--- src/rtl/lt_pkg.sv ---
// Shared types and defaults for the signed-minimum reducer.
package lt_pkg;

   localparam int unsigned LT_DEFAULT_WIDTH     = 64;
   localparam int unsigned LT_DEFAULT_IDX_WIDTH = 16;

   typedef enum logic [1:0] {
      FIRST = 2'd0,
      ACCUM = 2'd1,
      DONE  = 2'd2
   } lt_min_state_e;

endpackage : lt_pkg

--- src/rtl/lt_int64.sv ---
// Combinational signed less-than comparator: lt_o = (A < B), two's complement.
module lt_int64 #(
   parameter int unsigned WIDTH     = 64,
   parameter int unsigned IMPL_TYPE = 0
) (
   input  logic [WIDTH-1:0] A,
   input  logic [WIDTH-1:0] B,
   output logic             lt_o
);

   generate
      if (IMPL_TYPE == 0) begin : g_signed
         // Native signed compare.
         assign lt_o = $signed(A) < $signed(B);
      end else begin : g_biased
         // Flipping the sign bits maps signed order onto unsigned order.
         logic [WIDTH-1:0] a_biased;
         logic [WIDTH-1:0] b_biased;
         assign a_biased = {~A[WIDTH-1], A[WIDTH-2:0]};
         assign b_biased = {~B[WIDTH-1], B[WIDTH-2:0]};
         assign lt_o     = a_biased < b_biased;
      end
   endgenerate

endmodule : lt_int64

--- src/rtl/lt_min_reduce_int64.sv ---
// Streaming signed-minimum reducer: returns min, first index, count and overflow per sequence.
module lt_min_reduce_int64
   import lt_pkg::*;
#(
   parameter int unsigned WIDTH     = LT_DEFAULT_WIDTH,
   parameter int unsigned IDX_WIDTH = LT_DEFAULT_IDX_WIDTH,
   parameter int unsigned IMPL_TYPE = 0
) (
   input  logic                 clk,
   input  logic                 rst_n,
   input  logic                 in_valid,
   output logic                 in_ready,
   input  logic [WIDTH-1:0]     in_data,
   input  logic                 in_last,
   output logic                 out_valid,
   input  logic                 out_ready,
   output logic [WIDTH-1:0]     out_min,
   output logic [IDX_WIDTH-1:0] out_idx,
   output logic [IDX_WIDTH-1:0] out_count,
   output logic                 out_overflow
);

   lt_min_state_e state_q, state_d;

   logic [WIDTH-1:0]     cur_min_q, cur_min_d;
   logic [IDX_WIDTH-1:0] cur_idx_q, cur_idx_d;
   logic [IDX_WIDTH-1:0] elem_idx_q, elem_idx_d;
   logic                 ovf_q, ovf_d;

   logic [WIDTH-1:0]     out_min_q, out_min_d;
   logic [IDX_WIDTH-1:0] out_idx_q, out_idx_d;
   logic [IDX_WIDTH-1:0] out_count_q, out_count_d;
   logic                 out_ovf_q, out_ovf_d;
   logic                 out_valid_q, out_valid_d;
   logic                 in_ready_q, in_ready_d;

   logic                 accept_c;
   logic                 lt_c;

   assign accept_c = in_valid && in_ready_q;

   lt_int64 #(
      .WIDTH     (WIDTH),
      .IMPL_TYPE (IMPL_TYPE)
   ) u_lt (
      .A    (in_data),
      .B    (cur_min_q),
      .lt_o (lt_c)
   );

   // State register.
   always_ff @(posedge clk or negedge rst_n) begin
      if (!rst_n) begin
         state_q <= FIRST;
      end else begin
         state_q <= state_d;
      end
   end

   // Next-state logic.
   always_comb begin
      state_d = state_q;
      case (state_q)
         FIRST:   if (accept_c) state_d = in_last ? DONE : ACCUM;
         ACCUM:   if (accept_c && in_last) state_d = DONE;
         DONE:    if (out_ready) state_d = FIRST;
         default: state_d = FIRST;
      endcase
   end

   // Datapath and output next values.
   always_comb begin
      cur_min_d   = cur_min_q;
      cur_idx_d   = cur_idx_q;
      elem_idx_d  = elem_idx_q;
      ovf_d       = ovf_q;
      out_min_d   = out_min_q;
      out_idx_d   = out_idx_q;
      out_count_d = out_count_q;
      out_ovf_d   = out_ovf_q;

      if (accept_c && (state_q == FIRST)) begin
         cur_min_d  = in_data;
         cur_idx_d  = '0;
         elem_idx_d = IDX_WIDTH'(1);
         ovf_d      = 1'b0;
      end else if (accept_c && (state_q == ACCUM)) begin
         if (lt_c) begin
            cur_min_d = in_data;
            cur_idx_d = elem_idx_q;
         end
         elem_idx_d = elem_idx_q + IDX_WIDTH'(1);
         // elem_idx is never 0 in ACCUM until it has wrapped, so a zero index
         // means this element is beyond 2^IDX_WIDTH; exactly 2^IDX_WIDTH stays clean.
         if (elem_idx_q == '0) ovf_d = 1'b1;
      end

      if (accept_c && in_last) begin
         out_min_d   = cur_min_d;
         out_idx_d   = cur_idx_d;
         out_count_d = elem_idx_d;
         out_ovf_d   = ovf_d;
      end

      out_valid_d = (state_d == DONE);
      in_ready_d  = (state_d != DONE);
   end

   // Datapath and output registers.
   always_ff @(posedge clk or negedge rst_n) begin
      if (!rst_n) begin
         cur_min_q   <= '0;
         cur_idx_q   <= '0;
         elem_idx_q  <= '0;
         ovf_q       <= 1'b0;
         out_min_q   <= '0;
         out_idx_q   <= '0;
         out_count_q <= '0;
         out_ovf_q   <= 1'b0;
         out_valid_q <= 1'b0;
         in_ready_q  <= 1'b1;
      end else begin
         cur_min_q   <= cur_min_d;
         cur_idx_q   <= cur_idx_d;
         elem_idx_q  <= elem_idx_d;
         ovf_q       <= ovf_d;
         out_min_q   <= out_min_d;
         out_idx_q   <= out_idx_d;
         out_count_q <= out_count_d;
         out_ovf_q   <= out_ovf_d;
         out_valid_q <= out_valid_d;
         in_ready_q  <= in_ready_d;
      end
   end

   assign in_ready     = in_ready_q;
   assign out_valid    = out_valid_q;
   assign out_min      = out_min_q;
   assign out_idx      = out_idx_q;
   assign out_count    = out_count_q;
   assign out_overflow = out_ovf_q;

endmodule : lt_min_reduce_int64
--- config.mk ---
export PLATFORM = sky130hd
export DESIGN_NAME = lt_min_reduce_int64
export DESIGN_NICKNAME = d
export VERILOG_FILES = /design/src/rtl/lt_pkg.sv /design/src/rtl/lt_int64.sv /design/src/rtl/lt_min_reduce_int64.sv
export SDC_FILE = /design/constraint.sdc
export NUM_CORES = 1
export LEC_CHECK = 0
export CAP_MARGIN = 20
export CORE_AREA = 2 2 161 163
export DETAILED_ROUTE_END_ITERATION = 10
export DIE_AREA = 0 0 163 165
export PLACE_DENSITY_LB_ADDON = 0.08
export SLEW_MARGIN = 25
export SYNTH_ARGS = -nofsm -noshare
export SYNTH_HDL_FRONTEND = slang
export SYNTH_SLANG_ARGS = --single-unit
export TNS_END_PERCENT = 5
--- constraint.sdc ---
create_clock -name clk -period 4.09 [get_ports clk]
set_input_delay 0.409 -clock clk [delete_from_list [all_inputs] [get_ports clk]]
set_output_delay 0.409 -clock clk [all_outputs]
set_load 0.005 [all_outputs]
After elaboration in Yosys (flattened, before gate mapping). Cells that the tools add are included.

Reductions and logical operators: 6. $add $sub $neg: 1. Equality and inequality tests: 4. Magnitude comparators: 1. Muxes and demuxes: 16.

Operator list (count): two-way mux 64 bit (3); two-way mux 16 bit (5); less-than comparator 64 bit (1); adder 16 x 1 -> 16 bit (second input constant) (1); logical NOT 16 bit (1); two-way mux 2 bit (4); one-hot mux 2 bit (3 select lines) (1); equality test 2 bit (second input constant) (2); logical AND 1 bit (4); two-way mux 1 bit (3); equality test 2 x 1 -> 1 bit (second input constant) (1); logical NOT 2 bit (1); inequality test 2 bit (second input constant) (1).

Output and inout bits: 99. Register bits: 198. Word-level logic and storage cells: 39.

Longest topological paths before layout. Gate-level depths: netlist of the first run.

Depth in word-level cells: 5. Depth in mapped cells: 12. Depth with buffers taken out: 10.

Modules after synthesis. Synthesis of the first run repeated with hierarchy kept, for this count alone.

Cell total of the unflattened synthesis: 802. Area total of the unflattened synthesis: 9462.8 um^2.

Modules (own cells, without submodules): lt_min_reduce_int64 (area each 7868.8 um^2, cells each 572, times used 1, sequential area each 4956.0 um^2); lt_int64 (area each 1594.0 um^2, cells each 230, times used 1, sequential area each 0.0 um^2).

Least setup slack after synthesis of the first run. Ideal clock, no wire load.

Path type: input-to-reg. Start: input port in_data[30]. End: register out_min_q[59], in the netlist out_min[59]. Stages on the path: 11. Setup slack: 1.046 ns. Data arrival time: 2.919 ns. Cells stage by stage: ha_1 -> a21oi_1 -> nand2_1 -> a221o_1 -> o31a_1 -> nor4_2 -> a31o_2 -> buf_6 -> buf_6 -> mux2_4 -> mux2_2.

Word-level cells in the longest chain between the ends: 4.

RTL lines: start, declared (RTL line lt_min_reduce_int64.sv:13) `input logic [WIDTH-1:0] in_data,`; less-than comparator 64 bit (RTL line lt_int64.sv:14) `assign lt_o = $signed(A) < $signed(B);`; two-way mux 64 bit (RTL line lt_min_reduce_int64.sv:88) `if (lt_c) begin`; two-way mux 64 bit (RTL line lt_min_reduce_int64.sv:87) `end else if (accept_c && (state_q == ACCUM)) begin`; two-way mux 64 bit (RTL line lt_min_reduce_int64.sv:82) `if (accept_c && (state_q == FIRST)) begin`; named net cur_min_d[59] (RTL line lt_min_reduce_int64.sv:25) `logic [WIDTH-1:0] cur_min_q, cur_min_d;`; end signal, assigned (RTL line lt_min_reduce_int64.sv:127) `out_min_q <= out_min_d;`; end, declared (RTL line lt_min_reduce_int64.sv:30) `logic [WIDTH-1:0] out_min_q, out_min_d;`.

The timed path passes the listed nets, and every way through them passes these cells. A chain may end at the register's enable or synchronous reset.

Worst setup path in the final report of the first run.
Start: input port in_data[15]. End: register out_min_q[4], in the netlist out_min[4].

The elaborated chain is that of the path after synthesis.

==> run metrics, run 1 <==
Crit Path Max Fanout 24; drt initial violations 163; final worst slack 0.6191 ns; routability cong. 0.7424; largest net degree at the start of global routing 87; Main synth FF type dfrtp_1; r2r setup slk 0.67 ns; syn_area_per_cell 12.39 um2; hpwl dp 14,490 um; Least-Margin Pin Slew 0.6952 ns; Worst VDD drop 293.4 uV; Post-synth EDFFs 0; multi-input logic area 0.004089 mm2; Vias 6,140; Synth Warn # 0; kind of critical path primary input to flip-flop; Avg Vias per Cell 4.816; clock-pin slew on the worst setup and hold paths 0.08 ns; post-route ant nets 0; FF+latch area 0.004956 mm2; net load switching power 0.002469 W; post-route cell area 0.01216 mm2; cts bufs inserted 17; # port buffers 167; Syn Nets 896; Data arrival, critical path 3.79 ns; initial antenna violation count 1; Die Ht 165 um; sequential share of power 38.2%; first-pass GRT wire length 33,940 um; Crit-path slowest cell or4_1; f_max 288.1 MHz; Avg WL per Cell 16.11 um; ys async rst share 100.0%; Final Power 0.008015 W; Starting Density 37.71%; Ports 168; Worst Setup Start Kind primary input; post-CTS setup buffer count 0; largest stage delay on the critical path 0.56 ns; setup TNS 0 ns; P_int 0.005546 W; Clock Sinks 198; Seq/Total Area, Yosys 52.49%; Slew Viols, Final 0; Remaining DRCs 0; Fin. Hold Viols 0; Min-Delay Path Class primary input to asynchronous set/reset pin; LEAKAGE 5.723 nW; P&R area growth vs syn 28.81%; Clk network pwr share 22.1%; CTS tree built; crit path to out_min[4]; PwrDens 659.0 mW/mm2; H-tree depth 4; worst rel slew slack 53.23%; Sw Share 30.81%; most frequent cells in the layout dfrtp_1 (197), clkdlybuf4s50_1 (166), mux2_2 (71); Clock Root Buffer clkbuf_16; reg2reg end out_min[4]; Cells after Synth 762; Cell variety after synth 49; gr usage total 16.23%; Clock Tree Buf Depth 2; Die X-Extent 163 um; Routed WL 20,540 um; Antenna diodes 0; worst reg2reg path depth 11; # hold bufs at CTS 0; Comb pwr share 39.7%; RSZ-0062 raised after global routing no; Post-Place Worst Slack 0.1713 ns; final worst path period need 3.471 ns; origin of the worst setup path in_data[15]; Cell Area, Placed 0.01153 mm2; commonest non-fill, non-tap cell in the layout dfrtp_1; critical path capture point type flip-flop; Detailed Routing Iterations Pass 1 4; CP Cell Sequence clkdlybuf4s50_1 -> ha_1 -> nand4_1 -> or4_1 -> o311ai_1 -> o311a_1 -> nor4_2 -> a31o_4 -> buf_12 -> mux2_4 -> mux2_2; status finished clean; final setup vio count 0; Final Skew 0.01683 ns; FF+latch count, synth 198; Post-Syn Area 0.009442 mm2; final net count 1,066; layout cells sized above 1 19.58%; number of global-route vias before repair 6,258; WP data required 4.40 ns; row cnt 58; fillers 2,317; period utilization 84.86%; worst r2r src cur_min_q[14]; area of the core 0.02504 mm2; Die Footprint 0.02690 mm2; Skew-Pair Late Insertion Delay 0.44 ns; CTS resizes 0; Max Cap Viol 0; total gr overflow 0
## power by group through the flow
stage          clock [W]  combinational (W)  sequential (W)
2_1_floorplan          0            0.00196         0.00303
3_5_place_dp           0            0.00322         0.00309
3_3_place_gp           0            0.00320         0.00310
6_report         0.00177            0.00318         0.00306
4_1_cts          0.00184            0.00325         0.00307
5_1_grt          0.00193            0.00355         0.00315
## worst max-delay path, delay by kind of cell
family,cells,cell delay [ns]
adder cells (fa/ha/maj),1,0.32
buffers and inverters,2,0.64
multiplexers,2,0.58
AO/OA/AOI/OAI,3,1.01
AND/OR/NAND/NOR,3,0.79
## area by class of cell
class                           count  area share, %
Clock buffer                       18          3.611
Clock inverter                     14          1.564
Inverter                           67          2.068
Multi-Input combinational cell    468          33.62
Sequential cell                   198          40.75
Tap cell                          330          3.395
Timing Repair Buffer              180          14.99
## synthesized netlist by cell type (2+ instances only)
cell type    n  share of area, %
nor2_1      45               1.8
dfrtp_1    197                52
nand2_1     52               2.1
a21oi_1     27               1.4
clkbuf_1    20              0.80
inv_1       67               2.7
o31ai_1     14               1.1
mux2i_1     17               1.8
o21ai_1      6              0.32
nor4b_1      2              0.19
nor3_1       3              0.16
o21a_1       2              0.16
nand3_1     11              0.58
nand2b_1     2              0.13
xor2_1       8              0.74
buf_6        8              0.95
mux2_2      71               8.5
mux2_4      60               9.5
o21ai_0     23               1.2
or4_1        2              0.16
ha_1        65               8.6
nand4_1     15              0.99
a21o_1       5              0.40
xnor2_1      5              0.46
and3_1       6              0.40
nor4_1       5              0.33
or2_2        2              0.13
## state kept, by name (all words and copies together), names as in the netlist
name and cells:
state_q 2, out_count 16, cur_idx_q 16, in_ready 1, cur_min_q 64, out_idx 16
out_valid 1, ovf_q 1, out_overflow 1, out_min 64, elem_idx_q 16
## worst min path at each step
stage	startpoint	endpoint	slack, ns	cells after the start
after floorplan	rst_n	cur_idx_q[0]	0.11	0
after global placement	out_idx[11]	out_idx[11]	0.47	2
after detailed placement	out_count[12]	out_count[12]	0.47	2
after CTS	rst_n	cur_min_q[9]	0.04	1
after global routing	rst_n	cur_min_q[9]	0.07	1
final	rst_n	cur_min_q[13]	0.02	1
## per-layer routing
layer	share of wire (%)	track usage (%)	vias to the layer above
met5	0	0	-
met4	0.76	3.862	0
met3	6.3	5.224	12
met2	44	24.25	122
met1	49	22.91	3009
li1	-	-	2997
## cells by family (layout without fill, tap and decap cells)
group | count (synthesis) | in the layout | share of synthesized area, %
xor gates and xnor gates | 13 | 13 | 1.206
and+or+nand+nor | 150 | 150 | 7.381
buffers and inverters | 96 | 279 | 4.453
muxes | 149 | 149 | 19.96
AOI/OAI and AO/OA | 91 | 91 | 5.897
adders and majority gates | 65 | 65 | 8.614
DFF | 198 | 198 | 52.49
## metrics by stage
stage               utilization (%)  hold WS, ns  instances
global placement              46.06       0.4664       1243
detailed placement            46.06       0.4696       1243
finish                        48.58      0.02438       1275
global route                  48.58      0.06853       1275
floorplan                         -       0.1134        762
CTS                           48.58      0.04410       1275
No activity file was read; power rests on OpenSTA's default activity.
==> inputs of run 2 (changes only) <==
Clock period 4.09 ns to 2.97 ns, I/O delays scaled along.
==> run 2 against run 1 <==
The flow now finishes with violations (negative setup slack); count of clock-buffer cells in the layout shrank 1; sequential share of layout area shrank 1.9 points; first-iteration DRC count grew 85%.
==> run metrics, run 2 (same netlist as run 1, synthesis figures left out) <==
status complete, but fails checks; failing checks negative setup slack; commonest non-fill, non-tap cell in the layout dfrtp_1; Crit Path Max Fanout 15; CTS tree built; Post-Place Worst Slack -0.8242 ns; gr usage total 16.75%; largest stage delay on the critical path 0.51 ns; final worst path period need 3.132 ns; row cnt 58; Slew Viols, Final 0; Clock Sinks 198; kind of critical path flip-flop to flip-flop; Vias 6,402; final setup vio count 82; Fin. Hold Viols 0; period utilization 105.5%; Clock Root Buffer clkbuf_16; WP data required 3.29 ns; RSZ-0062 raised after global routing yes; final net count 1,122; Worst VDD drop 355.3 uV; most frequent cells in the layout dfrtp_1 (197), clkdlybuf4s50_1 (166), mux2_2 (69); drt initial violations 301; f_max 319.2 MHz; layout cells sized above 1 25.77%; P&R area growth vs syn 35.08%; largest net degree at the start of global routing 76; Routed WL 21,620 um; Data arrival, critical path 3.45 ns; routability cong. 0.7097; Min-Delay Path Class primary input to asynchronous set/reset pin; Crit-path slowest cell or4_4; clock-pin slew on the worst setup and hold paths 0.08 ns; Max Cap Viol 0; Die Footprint 0.02690 mm2; # port buffers 167; CP Cell Sequence inv_1 -> ha_4 -> nand4_1 -> or4_4 -> o311ai_4 -> o311a_1 -> nor4_4 -> a31o_4 -> buf_12 -> mux2_4 -> mux2_2; Antenna diodes 0; Detailed Routing Iterations Pass 1 4; initial antenna violation count 0; final core utilization 50.94%; final worst slack -0.1624 ns; Skew-Pair Late Insertion Delay 0.44 ns; cts bufs inserted 17; Clock Tree Buf Depth 2; worst rel slew slack 56.56%; Hold WS 0.4389 ns; Avg WL per Cell 16.25 um; number of global-route vias before repair 6,605; critical path capture point type flip-flop; Starting Density 37.71%; Remaining DRCs 0; Avg Vias per Cell 4.810; post-route ant nets 0; hpwl dp 15,430 um; setup TNS -9.311 ns; H-tree depth 4; first-pass GRT wire length 35,090 um; Least-Margin Pin Slew 0.6516 ns; Ports 168; LEAKAGE 5.995 nW; Final Skew 0.01485 ns; area of the core 0.02504 mm2; PwrDens 899.9 mW/mm2; total gr overflow 0; Die X-Extent 163 um; Die Ht 165 um; Worst Setup Start Kind flip-flop
run 2: repair_timing:
item | CTS | global route
hold endpoints to repair | 71 | 0
hold buffers | 1 | 0
pin swaps | 5 | 2
setup endpoints to repair | 160 | 158
gates resized for setup | 20 | 10
buffers inserted | 0 | 0
run 2: critical path: cells and delay by family (launching register included):
| family | cells | cell delay (ns) |
|---|---|---|
| adders and majority gates | 1 | 0.27 |
| buffers and inverters | 2 | 0.26 |
| and+or+nand+nor | 3 | 0.69 |
| DFF | 1 | 0.35 |
| muxes | 2 | 0.57 |
| AOI/OAI and AO/OA | 3 | 0.87 |
run 2: power breakdown:
group	total (W)	switching (W)	internal, W	leakage [nW]
Combinational	0.00491	0.00188	0.00303	3.24
Clock	0.00235	0.00120	0.00114	0.288
Sequential	0.00422	0.000551	0.00367	2.46
run 2: final cells by class:
cell class,count,area [um2]
clock inverters,15,183.9
well taps,330,412.9
flip-flops and latches,198,4956
fillers,2284,12280
multi-input cells,468,4229
repair buffers,236,2295
clock buffers,17,425.4
inverters,67,251.5
run 2: through the flow:
stage / cells / area [um2] / total power [W]
after floorplan: 762 / 9477 / 0.006929
after global placement: 1298 / 11990 / 0.009053
after detailed placement: 1298 / 11990 / 0.009072
after CTS: 1331 / 12710 / 0.01161
after global routing: 1331 / 12750 / 0.01232
final: 1331 / 12750 / 0.01148
run 2: metal layers:
layer	vias up	global-route usage (%)	wire, um
met1	3155	23.45	10480
met4	0	2.896	126
met2	128	26.16	9814
met3	9	4.872	1199
li1	3110	-	-
met5	-	0	0
run 2: final timing paths:
path                                     to     startpoint  cells after the start  slack [ns]
worst max-delay path            out_min[62]  cur_min_q[15]                     11       -0.16
min in group clk                out_idx[11]    out_idx[11]                      2        0.49
worst min register to register  out_idx[11]    out_idx[11]                      2        0.49
worst min-delay path            out_min[37]          rst_n                      2        0.44
worst max register to register  out_min[62]  cur_min_q[15]                     11       -0.16
max in group asynchronous          in_ready          rst_n                      3        1.75
